### src/rtl/board_io_pkg.sv
// Shared constants for the board's pushbutton/switch front end.
package board_io_pkg;

    localparam logic        KEY_ACTIVE_LEVEL      = 1'b0;
    localparam int unsigned DEBOUNCE_1MS_50MHZ    = 50000;
    localparam int unsigned REPEAT_DELAY_DEFAULT  = 25000000;
    localparam int unsigned REPEAT_PERIOD_DEFAULT = 5000000;
    localparam int unsigned SIM_DEBOUNCE_CYCLES   = 4;

    // Counter width able to hold 0..n-1, never narrower than one bit.
    function automatic int unsigned cnt_width(input int unsigned n);
        return (n > 1) ? $clog2(n) : 1;
    endfunction

endpackage

### src/rtl/debounce_cell.sv
// One-bit conditioner: 2-flop synchroniser, stability counter, debounced level and
// registered rise/fall strobes. RESET_VAL seeds both the synchroniser and the level.
module debounce_cell
    import board_io_pkg::*;
#(
    parameter int unsigned DEBOUNCE_CYCLES = SIM_DEBOUNCE_CYCLES,
    parameter logic        RESET_VAL       = 1'b0
) (
    input  logic clk,
    input  logic rst,
    input  logic d_i,
    output logic stable_o,
    output logic rise_o,
    output logic fall_o
);

    localparam int unsigned     CW   = cnt_width(DEBOUNCE_CYCLES);
    localparam logic [CW-1:0]   TERM = CW'(DEBOUNCE_CYCLES - 1);

    logic          sync1_q, sync2_q;
    logic          stable_q, stable_d;
    logic          rise_q, rise_d, fall_q, fall_d;
    logic [CW-1:0] cnt_q, cnt_d;

    // Counter only runs while the sample disagrees with the accepted level.
    always_comb begin
        stable_d = stable_q;
        cnt_d    = cnt_q + 1'b1;
        rise_d   = 1'b0;
        fall_d   = 1'b0;
        if (sync2_q == stable_q) begin
            cnt_d = '0;
        end else if (cnt_q == TERM) begin
            stable_d = sync2_q;
            cnt_d    = '0;
            rise_d   = sync2_q;
            fall_d   = ~sync2_q;
        end
    end

    always_ff @(posedge clk or posedge rst) begin
        if (rst) begin
            sync1_q  <= RESET_VAL;
            sync2_q  <= RESET_VAL;
            stable_q <= RESET_VAL;
            cnt_q    <= '0;
            rise_q   <= 1'b0;
            fall_q   <= 1'b0;
        end else begin
            sync1_q  <= d_i;
            sync2_q  <= sync1_q;
            stable_q <= stable_d;
            cnt_q    <= cnt_d;
            rise_q   <= rise_d;
            fall_q   <= fall_d;
        end
    end

    assign stable_o = stable_q;
    assign rise_o   = rise_q;
    assign fall_o   = fall_q;

endmodule

### src/rtl/key_conditioner.sv
// Pushbutton/switch front end: debounced levels plus press/release/change strobes.
// Optional key auto-repeat is enabled by defining KEY_AUTOREPEAT_EN.
module key_conditioner
    import board_io_pkg::*;
#(
    parameter int unsigned NUM_KEYS        = 2,
    parameter int unsigned SW_W            = 16,
    parameter int unsigned DEBOUNCE_CYCLES = DEBOUNCE_1MS_50MHZ,
    parameter int unsigned REPEAT_DELAY    = REPEAT_DELAY_DEFAULT,
    parameter int unsigned REPEAT_PERIOD   = REPEAT_PERIOD_DEFAULT
) (
    input  logic                clk,
    input  logic                rst,
    input  logic [NUM_KEYS-1:0] key_n,
    input  logic [SW_W-1:0]     sw_raw,
    output logic [NUM_KEYS-1:0] key_level,
    output logic [NUM_KEYS-1:0] key_press,
    output logic [NUM_KEYS-1:0] key_release,
    output logic [SW_W-1:0]     sw_stable,
    output logic                sw_change
);

    if (DEBOUNCE_CYCLES < 2 || REPEAT_DELAY < 1 || REPEAT_PERIOD < 1) begin : g_bad_param
        $error("key_conditioner: DEBOUNCE_CYCLES must be >= 2 and repeat timings >= 1");
    end

    logic [NUM_KEYS-1:0] key_stable, key_rise, key_fall, key_press_ev;
    logic [SW_W-1:0]     sw_rise, sw_fall;

    // Key cells work on the raw pin polarity so their reset value is "released".
    for (genvar i = 0; i < NUM_KEYS; i++) begin : g_key
        debounce_cell #(
            .DEBOUNCE_CYCLES (DEBOUNCE_CYCLES),
            .RESET_VAL       (~KEY_ACTIVE_LEVEL)
        ) u_cell (
            .clk      (clk),
            .rst      (rst),
            .d_i      (key_n[i]),
            .stable_o (key_stable[i]),
            .rise_o   (key_rise[i]),
            .fall_o   (key_fall[i])
        );
        assign key_level[i]    = (key_stable[i] == KEY_ACTIVE_LEVEL);
        assign key_press_ev[i] = KEY_ACTIVE_LEVEL ? key_rise[i] : key_fall[i];
        assign key_release[i]  = KEY_ACTIVE_LEVEL ? key_fall[i] : key_rise[i];
    end

    for (genvar i = 0; i < SW_W; i++) begin : g_sw
        debounce_cell #(
            .DEBOUNCE_CYCLES (DEBOUNCE_CYCLES),
            .RESET_VAL       (1'b0)
        ) u_cell (
            .clk      (clk),
            .rst      (rst),
            .d_i      (sw_raw[i]),
            .stable_o (sw_stable[i]),
            .rise_o   (sw_rise[i]),
            .fall_o   (sw_fall[i])
        );
    end

    assign sw_change = |(sw_rise | sw_fall);

`ifdef KEY_AUTOREPEAT_EN
    localparam int unsigned      REP_MAX     = (REPEAT_DELAY > REPEAT_PERIOD) ? REPEAT_DELAY : REPEAT_PERIOD;
    localparam int unsigned      REP_W       = cnt_width(REP_MAX);
    localparam logic [REP_W-1:0] DELAY_TERM  = REP_W'(REPEAT_DELAY - 1);
    localparam logic [REP_W-1:0] PERIOD_TERM = REP_W'(REPEAT_PERIOD - 1);

    for (genvar i = 0; i < NUM_KEYS; i++) begin : g_rep
        logic [REP_W-1:0] cnt_q, cnt_d;
        logic             first_q, first_d;
        logic             pulse_q, pulse_d;

        // Counter restarts from zero on every accepted press and after each repeat.
        always_comb begin
            cnt_d   = cnt_q + 1'b1;
            first_d = first_q;
            pulse_d = 1'b0;
            if (!key_level[i]) begin
                cnt_d   = '0;
                first_d = 1'b1;
            end else if (cnt_q == (first_q ? DELAY_TERM : PERIOD_TERM)) begin
                cnt_d   = '0;
                first_d = 1'b0;
                pulse_d = 1'b1;
            end
        end

        always_ff @(posedge clk or posedge rst) begin
            if (rst) begin
                cnt_q   <= '0;
                first_q <= 1'b1;
                pulse_q <= 1'b0;
            end else begin
                cnt_q   <= cnt_d;
                first_q <= first_d;
                pulse_q <= pulse_d;
            end
        end

        assign key_press[i] = key_press_ev[i] | pulse_q;
    end
`else
    assign key_press = key_press_ev;
`endif

endmodule

### config.mk
export PLATFORM = sky130hd
export DESIGN_NAME = key_conditioner
export DESIGN_NICKNAME = d
export VERILOG_FILES = /design/src/rtl/board_io_pkg.sv /design/src/rtl/debounce_cell.sv /design/src/rtl/key_conditioner.sv
export SDC_FILE = /design/constraint.sdc
export NUM_CORES = 1
export LEC_CHECK = 0
export CAP_MARGIN = 0
export CORE_UTILIZATION = 35
export CTS_CLUSTER_DIAMETER = 100
export DETAILED_ROUTE_END_ITERATION = 7
export PLACE_DENSITY = 0.57
export SLEW_MARGIN = 20
export SYNTH_ARGS = -nofsm -noshare
export SYNTH_HDL_FRONTEND = slang
export SYNTH_SLANG_ARGS = --single-unit
### constraint.sdc
create_clock -name clk -period 15.82 [get_ports clk]
set_clock_uncertainty 0.2 [all_clocks]
set_input_delay 3.164 -clock clk [delete_from_list [all_inputs] [get_ports clk]]
set_output_delay 3.164 -clock clk [all_outputs]
set_load 0.01 [all_outputs]
==> impl_metrics.tcl, run 1 <==
set metrics [dict create \
    r2r-end "g_sw[15].u_cell.cnt_q[4]" \
    io_buffers 42 \
    synthTopCellsByCount "dfrtp_1, nor2_1, xnor2_1, nand3_1, nor4_1" \
    ys_async_sr_fraction_pct 100.0 \
    rsz0062_at_grt "false" \
    reg2reg_slack_ns 13.42 \
    synth_ff_type "dfrtp_1" \
    cts_setup_buffers 0 \
    p_per_area_mw_per_mm2 105.8 \
    swShare_pct 21.66 \
    cts-resized-gates 0 \
    layout-drive-gt1-share_pct 7.912 \
    dr.first_iter.drc_count 599 \
    ys_seq_area_share_pct 54.77 \
    rows 81 \
    die_area_mm2 0.05028 \
    cp-end-kind "output pin" \
    cp-start-kind "flip-flop" \
    core-area_mm2 0.04885 \
    fin_crit_sh_pct 39.93 \
    seq_power_share_pct 47.5 \
    holdPathStages 0 \
    synth_area_leader_cell "dfrtp_1" \
    p_int_mw 1.649 \
    diodes 0 \
    die_x_um 224.2 \
    postCtsHoldBufs 0 \
    clk_pin_slew_ns 0.06 \
    synth_nets 1664 \
    grt.busiest_layer "met2" \
    dp_hpwl_mm 21.06 \
    yosysWarnings 0 \
    maxCapViolCount 0 \
    synth.area.top_cells "dfrtp_1, xnor2_1, nor2_1" \
    hold_path_class "reg2reg" \
    rr_worst_depth 4 \
    grt_pass1_vias 11690 \
    root_buffer "clkbuf_16" \
    setup_tns_ns 0 \
    grt-ovfl-total 0 \
    ys_seq_elements 378 \
    syn_area_mm2 0.01728 \
    synthCells 1626 \
    ant_nets 0 \
    hold_viol 0 \
    netlist.area_leader.share_pct 53.86 \
    wl_mm 32.50 \
    cp.arrival_ns 2.95 \
    violations "DRC" \
    vias 11590 \
    post-route-min-period_ns 6.317 \
    synthDistinctLibCells 39 \
    layout.nets 1723 \
    place_ws_ns 9.880 \
    fin_ws_ns 9.503 \
    hold_end "g_sw[6].u_cell.sync2_q" \
    clkPwrFrac_pct 49.8 \
    cts_tree "done" \
    crit_fanout 1 \
    route.detailed.drc 2 \
    wire_per_inst_um 13.64 \
    cts_sinks 378 \
    place.gp.congestion 0.8026 \
    synth_most_common_cell "dfrtp_1" \
    use_met3_pct 2.404 \
    antenna_found_initial 0 \
    p_comb_share_pct 2.8 \
    max_freq_ghz 0.1583 \
    power_mw 2.106 \
    p_sw_mw 0.4561 \
    grtUsageTotal_pct 13.48 \
    cts_buffers 45 \
    final_cells 2383 \
    grt_max_degree 173 \
    finalSetupViolations 0 \
    grt_pass1_wl_mm 56.81 \
    grt_util_met1_pct 18.80 \
    vdd_drop_max_v 0.00006946 \
    viasPerCell 4.863 \
    cp.required_ns 12.46 \
    ioPinCount 43 \
    synth-edff-count 0 \
    cts_buffer_depth 3 \
    status "finished with violations" \
    r2r-start "g_sw[15].u_cell.cnt_q[11]" \
    initial_core_util_pct 35.38 \
    leakage_nw 7.898 \
    clock_latency_ns 0.57 \
    worst-setup-path-type "reg2out" \
    slew_headroom_pct 30.54 \
    slew_viol_final 0 \
    globalRouteMet2Util_pct 20.90 \
    worstMarginPinSlew_ns 1.036 \
    area.growth.synth_to_final_pct 15.15 \
    synth.avg_cell_area_um2 10.63 \
    min_from "g_sw[6].u_cell.sync1_q" \
    first_pass_iters 6 \
    die_y_um 224.2 \
    dpl.cell_count 2302 \
    htree_levels 2 \
]
-- through the flow --
step	cell area (um^2)	hold slack, ns	util (%)
detailed placement	18380	0.1362	37.63
global route	19900	0.1509	40.74
global placement	18380	0.1317	37.63
finish	19900	0.1457	40.74
floorplan	17280	0.1312	-
CTS	19900	0.1464	40.74
-- critical path, stage by stage, from the launching register on --
cell	delay (ns)
dfrtp_1	0.36
nor4_1	0.85
nand4_1	0.27
or2_2	0.42
clkdlybuf4s50_1	0.49
-- power groups by stage --
stage          clock, mW  combinational [mW]  sequential [mW]
2_1_floorplan          0              0.0427             1.01
3_3_place_gp           0              0.0606             1.02
3_5_place_dp           0              0.0615             1.02
4_1_cts             1.09              0.0619            0.999
5_1_grt             1.12              0.0697             1.00
6_report            1.05              0.0588            0.999
-- flip-flops by register name, indices dropped and copies added, names as in the netlist --
| name | flops |
|---|---|
| g_sw.u_cell.cnt_q | 256 |
| g_key.u_cell.sync1_q | 2 |
| g_sw.u_cell.stable_o | 16 |
| g_sw.u_cell.sync2_q | 16 |
| g_key.u_cell.cnt_q | 32 |
| g_key.u_cell.rise_o | 2 |
| g_sw.u_cell.rise_o | 16 |
| g_sw.u_cell.sync1_q | 16 |
| g_key.u_cell.fall_o | 2 |
| g_key.u_cell.stable_o | 2 |
| g_sw.u_cell.fall_o | 16 |
| g_key.u_cell.sync2_q | 2 |
-- cells by family (layout without fill, tap and decap cells) --
family	after synthesis	in the layout	share of synthesized area, %
and+or+nand+nor	840	840	25.09
AOI/OAI and AO/OA	15	15	1.404
xor gates and xnor gates	268	268	13.58
buffers and inverters	89	182	2.483
adders and majority gates	18	18	1.303
DFF	378	378	54.77
muxes	18	18	1.368
-- per-layer routing --
layer / routed length, um / part of all wire (%) / up-vias
li1: - / - / 5725
met4: 852 / 2.6 / 0
met1: 16130 / 50 / 5689
met3: 994 / 3.1 / 54
met2: 14520 / 45 / 120
met5: 0 / 0 / -
-- layout by cell type (no fill, tap or decap), types with 10 or more instances in the layout --
cell / n
dfrtp_1: 372
inv_1: 49
nor3_1: 67
clkbuf_16: 47
nor4bb_1: 15
xor2_1: 49
clkbuf_8: 12
and3_1: 31
clkdlybuf4s50_1: 42
nand3_1: 101
nor3b_1: 34
ha_1: 18
nand2_1: 66
nor4_1: 84
or4_4: 10
nand4_1: 74
xnor2_1: 219
nor2_1: 321
-- final cells by class --
cell class                      count  area, um^2
Timing Repair Buffer               51       500.5
Fill cell                        4752       28950
Clock buffer                       68        1375
Multi-Input combinational cell   1159        7388
Sequential cell                   378        9467
Clock inverter                     13       146.4
Tap cell                          664       830.8
Inverter                           50       195.2
-- worst max path at each step --
stage,start,end,slack (ns),depth (start not counted)
2_1_floorplan,rst,g_key[0].u_cell.cnt_q[0],1.97,1
3_3_place_gp,rst,g_sw[1].u_cell.cnt_q[11],9.93,4
3_5_place_dp,rst,g_sw[12].u_cell.cnt_q[3],9.88,4
4_1_cts,g_sw[8].u_cell.fall_o,sw_change,9.53,4
5_1_grt,g_sw[8].u_cell.fall_o,sw_change,9.42,4
6_report,g_sw[8].u_cell.fall_o,sw_change,9.50,4
No activity file was read; power rests on OpenSTA's default activity.
==> run 2: changes to the inputs <==
- clock period: 15.82 -> 6.2 ns (I/O delays scaled with it)
==> impl_metrics.tcl, run 2 (synthesis gave the netlist of run 1 again) <==
set metrics [dict create \
    status "finished, final reports clean" \
    fin_ws_ns 2.416 \
    hold_path_class "reg2reg" \
    grt-ovfl-total 0 \
    antenna_found_initial 0 \
    vias 11510 \
    utilization_pct 40.79 \
    initial_core_util_pct 35.38 \
    grt_pass1_wl_mm 56.44 \
    cp-end-kind "output pin" \
    dr.first_iter.drc_count 784 \
    slew_headroom_pct 43.67 \
    final_common_cell "dfrtp_1" \
    crit_fanout 1 \
    cp.arrival_ns 2.34 \
    cts_buffer_depth 3 \
    worst-setup-path-type "reg2out" \
    r2r-end "g_sw[8].u_cell.fall_o" \
    whs_ns 0.1483 \
    cts_tree "done" \
    ant_nets 0 \
    htree_levels 2 \
    final_cells 2381 \
    dpl.cell_count 2302 \
    post-route-min-period_ns 3.784 \
    holdPathStages 0 \
    diodes 0 \
    layout-drive-gt1-share_pct 8.037 \
    power_mw 5.391 \
    grt_pass1_vias 11440 \
    cts-resized-gates 0 \
    cpPeakStageDelay_ns 0.49 \
    cp.buffers_inverters 1 \
    cp.required_ns 4.76 \
    wire_per_inst_um 13.61 \
    path_cells "nor4_1 -> nand4_1 -> or2_2 -> clkdlybuf4s50_1" \
    p_per_area_mw_per_mm2 270.5 \
    worstMarginPinSlew_ns 0.8420 \
    rsz0062_at_grt "false" \
    cts_buffers 44 \
    cp-start-kind "flip-flop" \
    placed_area_mm2 0.01840 \
    fin_crit_sh_pct 61.03 \
    layout.nets 1722 \
    design_area_mm2 0.01993 \
    die_x_um 224.2 \
    wl_mm 32.41 \
    vdd_drop_max_v 0.0001669 \
    reg2reg_slack_ns 3.82 \
    first_pass_iters 5 \
    io_buffers 42 \
    area.growth.synth_to_final_pct 15.30 \
    hold_viol 0 \
    dp_hpwl_mm 21.19 \
    finalSetupViolations 0 \
    leakage_nw 7.889 \
    cts_setup_buffers 0 \
    regMostFlops "g_sw.u_cell.cnt_q" \
    clk_pin_slew_ns 0.06 \
    ioPinCount 43 \
    r2r-start "g_sw[8].u_cell.cnt_q[0]" \
    route.detailed.drc 0 \
    rows 81 \
    hold_end "g_sw[3].u_cell.sync2_q" \
    clock_latency_ns 0.56 \
    slowest_stage "clkdlybuf4s50_1" \
    rr_worst_depth 4 \
    grtUsageTotal_pct 13.48 \
    largest_reg_flops 256 \
    maxCapViolCount 0 \
    core-area_mm2 0.04885 \
    place_ws_ns 2.995 \
    grt_max_degree 138 \
    min_from "g_sw[3].u_cell.sync1_q" \
    postCtsHoldBufs 0 \
    place.gp.congestion 0.7777 \
    die_area_mm2 0.05028 \
    viasPerCell 4.836 \
    root_buffer "clkbuf_16" \
    slew_viol_final 0 \
    top_regs "g_sw.u_cell.cnt_q: 256 flops, g_key.u_cell.cnt_q: 32 flops" \
    cts_sinks 378 \
    startpoint "g_sw[8].u_cell.rise_o" \
    die_y_um 224.2 \
    max_freq_ghz 0.2643 \
    final_cell_mix "dfrtp_1, nor2_1, xnor2_1" \
    path_delay_family "simple AND/OR/NAND/NOR gates" \
    setup_tns_ns 0 \
]
[run 2: area by class of cell]
type / count / area, um^2
repair buffers: 51 / 525.5
fillers: 4753 / 28920
well taps: 664 / 830.8
clock inverters: 27 / 355.3
flip-flops and latches: 378 / 9467
inverters: 50 / 191.4
multi-input cells: 1159 / 7397
clock buffers: 52 / 1161
[run 2: power by group]
part / internal, mW / total, mW / leakage, nW / switching [mW]
Clock: 1.64 / 2.69 / 0.742 / 1.05
Sequential: 2.51 / 2.55 / 5.14 / 0.0389
Combinational: 0.0527 / 0.153 / 2.01 / 0.100
[run 2: how the worst max path moves through the flow]
stage,to,slack (ns),depth (start not counted)
3_3_place_gp,sw_change,3.01,4
4_1_cts,sw_change,2.37,4
3_5_place_dp,sw_change,2.99,4
6_report,sw_change,2.42,4
2_1_floorplan,g_key[0].u_cell.cnt_q[0],-0.31,1
5_1_grt,sw_change,2.29,4
[run 2: layer usage]
layer,GRT usage (%),vias to the layer above,wire length [um]
li1,-,5729,-
met5,0,-,0
met4,4.872,0,771
met2,20.76,153,14640
met1,18.96,5583,15730
met3,2.469,49,1256
==> run 3: changes to the inputs <==
- clock period: 6.2 -> 3.56 ns (I/O delays scaled with it)
==> impl_metrics.tcl, run 3 (synthesis gave the netlist of run 1 again) <==
set metrics [dict create \
    status "finished, final reports clean" \
    hold_viol 0 \
    regMostFlops "g_sw.u_cell.cnt_q" \
    whs_ns 0.1465 \
    fillers 4743 \
    grt_pass1_wl_mm 55.88 \
    final_cells 2384 \
    worstMarginPinSlew_ns 0.9939 \
    r2r-start "g_sw[10].u_cell.cnt_q[0]" \
    die_area_mm2 0.05028 \
    grt_max_degree 130 \
    holdPathStages 0 \
    core-area_mm2 0.04885 \
    cts_buffers 43 \
    multiInputGateArea_mm2 0.007388 \
    first_pass_iters 4 \
    cts_sinks 378 \
    p_per_area_mw_per_mm2 456.2 \
    diodes 0 \
    r2r-end "g_sw[10].u_cell.cnt_q[15]" \
    cts_tree "done" \
    cp.arrival_ns 2.39 \
    power_mw 9.065 \
    place.gp.congestion 0.8233 \
    topRoutingLayerUsed "met4" \
    max_freq_ghz 0.3028 \
    finalSetupViolations 0 \
    dp_hpwl_mm 20.94 \
    utilization_pct 40.67 \
    layout.nets 1728 \
    cp-end-kind "output pin" \
    grtUsageTotal_pct 13.18 \
    largest_reg_flops 256 \
    fin_crit_sh_pct 92.77 \
    cpPeakStageDelay_ns 0.50 \
    worst-setup-path-type "reg2out" \
    ioPinCount 43 \
    post-route-min-period_ns 3.303 \
    root_buffer "clkbuf_16" \
    postCtsHoldBufs 0 \
    min_from "g_sw[2].u_cell.sync1_q" \
    slowest_stage "clkdlybuf4s50_1" \
    maxCapViolCount 0 \
    cp.required_ns 2.65 \
    clock_latency_ns 0.56 \
    cts_setup_buffers 0 \
    met2_length_mm 13.98 \
    wl_met1_mm 15.78 \
    layout-drive-gt1-share_pct 8.081 \
    area.growth.synth_to_final_pct 14.96 \
    cp-start-kind "flip-flop" \
    wl_met3_mm 1.148 \
    slew_headroom_pct 33.34 \
    seqCellArea_mm2 0.009467 \
    vdd_drop_max_v 0.0003372 \
    rsz0062_at_grt "false" \
    grt-ovfl-total 0 \
    grt_pass1_vias 11480 \
    reg2reg_slack_ns 1.25 \
    leakage_nw 7.873 \
    ant_nets 0 \
    initial_core_util_pct 35.38 \
    top_regs "g_sw.u_cell.cnt_q: 256 flops, g_key.u_cell.cnt_q: 32 flops" \
    clk_pin_slew_ns 0.05 \
    final_common_cell "dfrtp_1" \
    wire_per_inst_um 13.30 \
    hold_end "g_sw[2].u_cell.sync2_q" \
    final_cell_mix "dfrtp_1, nor2_1, xnor2_1" \
    wl_mm 31.70 \
    crit_fanout 1 \
    die_y_um 224.2 \
    cts_buffer_depth 3 \
    htree_levels 2 \
    io_buffers 42 \
    path_cells "nor4_1 -> nand4_1 -> or2_2 -> clkdlybuf4s50_1" \
    hold_path_class "reg2reg" \
    cts-resized-gates 0 \
    rows 81 \
    route.detailed.drc 0 \
    rr_worst_depth 5 \
    viasPerCell 4.810 \
    slew_viol_final 0 \
    dpl.cell_count 2309 \
    antenna_found_initial 0 \
    vias 11470 \
    dr.first_iter.drc_count 548 \
    die_x_um 224.2 \
]
==> run 3: cell count changes in the layout (fill, tap and decap cells not counted), moves of 2 or more <==
cell / delta
inv_6: -3
clkbuf_8: +7
buf_4: +6
bufinv_16: -4
clkbuf_1: +2
clkinv_4: -3
==> run 3: metrics by stage <==
stage	worst slack [ns]	setup TNS, ns	area (um^2)
6_report	0.2573	0	19870
3_5_place_dp	0.7428	0	18470
3_3_place_gp	0.7536	0	18470
2_1_floorplan	-2.425	-908.37	17290
4_1_cts	0.1217	0	19870
5_1_grt	0.04885	0	19870
==> run 3: critical path: cells and delay by family, from the launching register on <==
kind	cells	cell delay (ns)
AND/OR/NAND/NOR	3	0.98
buffers and inverters	1	0.50
flip-flops	1	0.36
==> run 3: report_power, final <==
group | switching (mW) | internal [mW] | leakage, nW | total, mW
combinational | 0.176 | 0.0966 | 2.04 | 0.272
clock | 1.72 | 2.64 | 0.689 | 4.35
sequential | 0.0688 | 4.37 | 5.14 | 4.44
total | 1.96 | 7.11 | 7.87 | 9.06
==> run 3: final cells by class <==
class / count / area share, %
clock buffer: 60 / 6.241
clock inverter: 15 / 0.8123
inverter: 50 / 0.9635
multi-input combinational: 1159 / 37.19
sequential: 378 / 47.64
tap: 664 / 4.181
timing repair buffer: 58 / 2.972
==> run 3: layer usage <==
metal | up-vias | track usage, %
li1 | 5725 | -
met5 | - | 0
met2 | 119 | 20.11
met3 | 48 | 2.534
met4 | 0 | 4.872
met1 | 5575 | 18.60
==> run 3: how the worst max path moves through the flow <==
stage / from / end
3_5_place_dp: g_sw[8].u_cell.fall_o / sw_change
4_1_cts: g_sw[8].u_cell.fall_o / sw_change
2_1_floorplan: rst / g_key[0].u_cell.cnt_q[0]
5_1_grt: g_sw[8].u_cell.fall_o / sw_change
3_3_place_gp: g_sw[8].u_cell.fall_o / sw_change
6_report: g_sw[8].u_cell.fall_o / sw_change
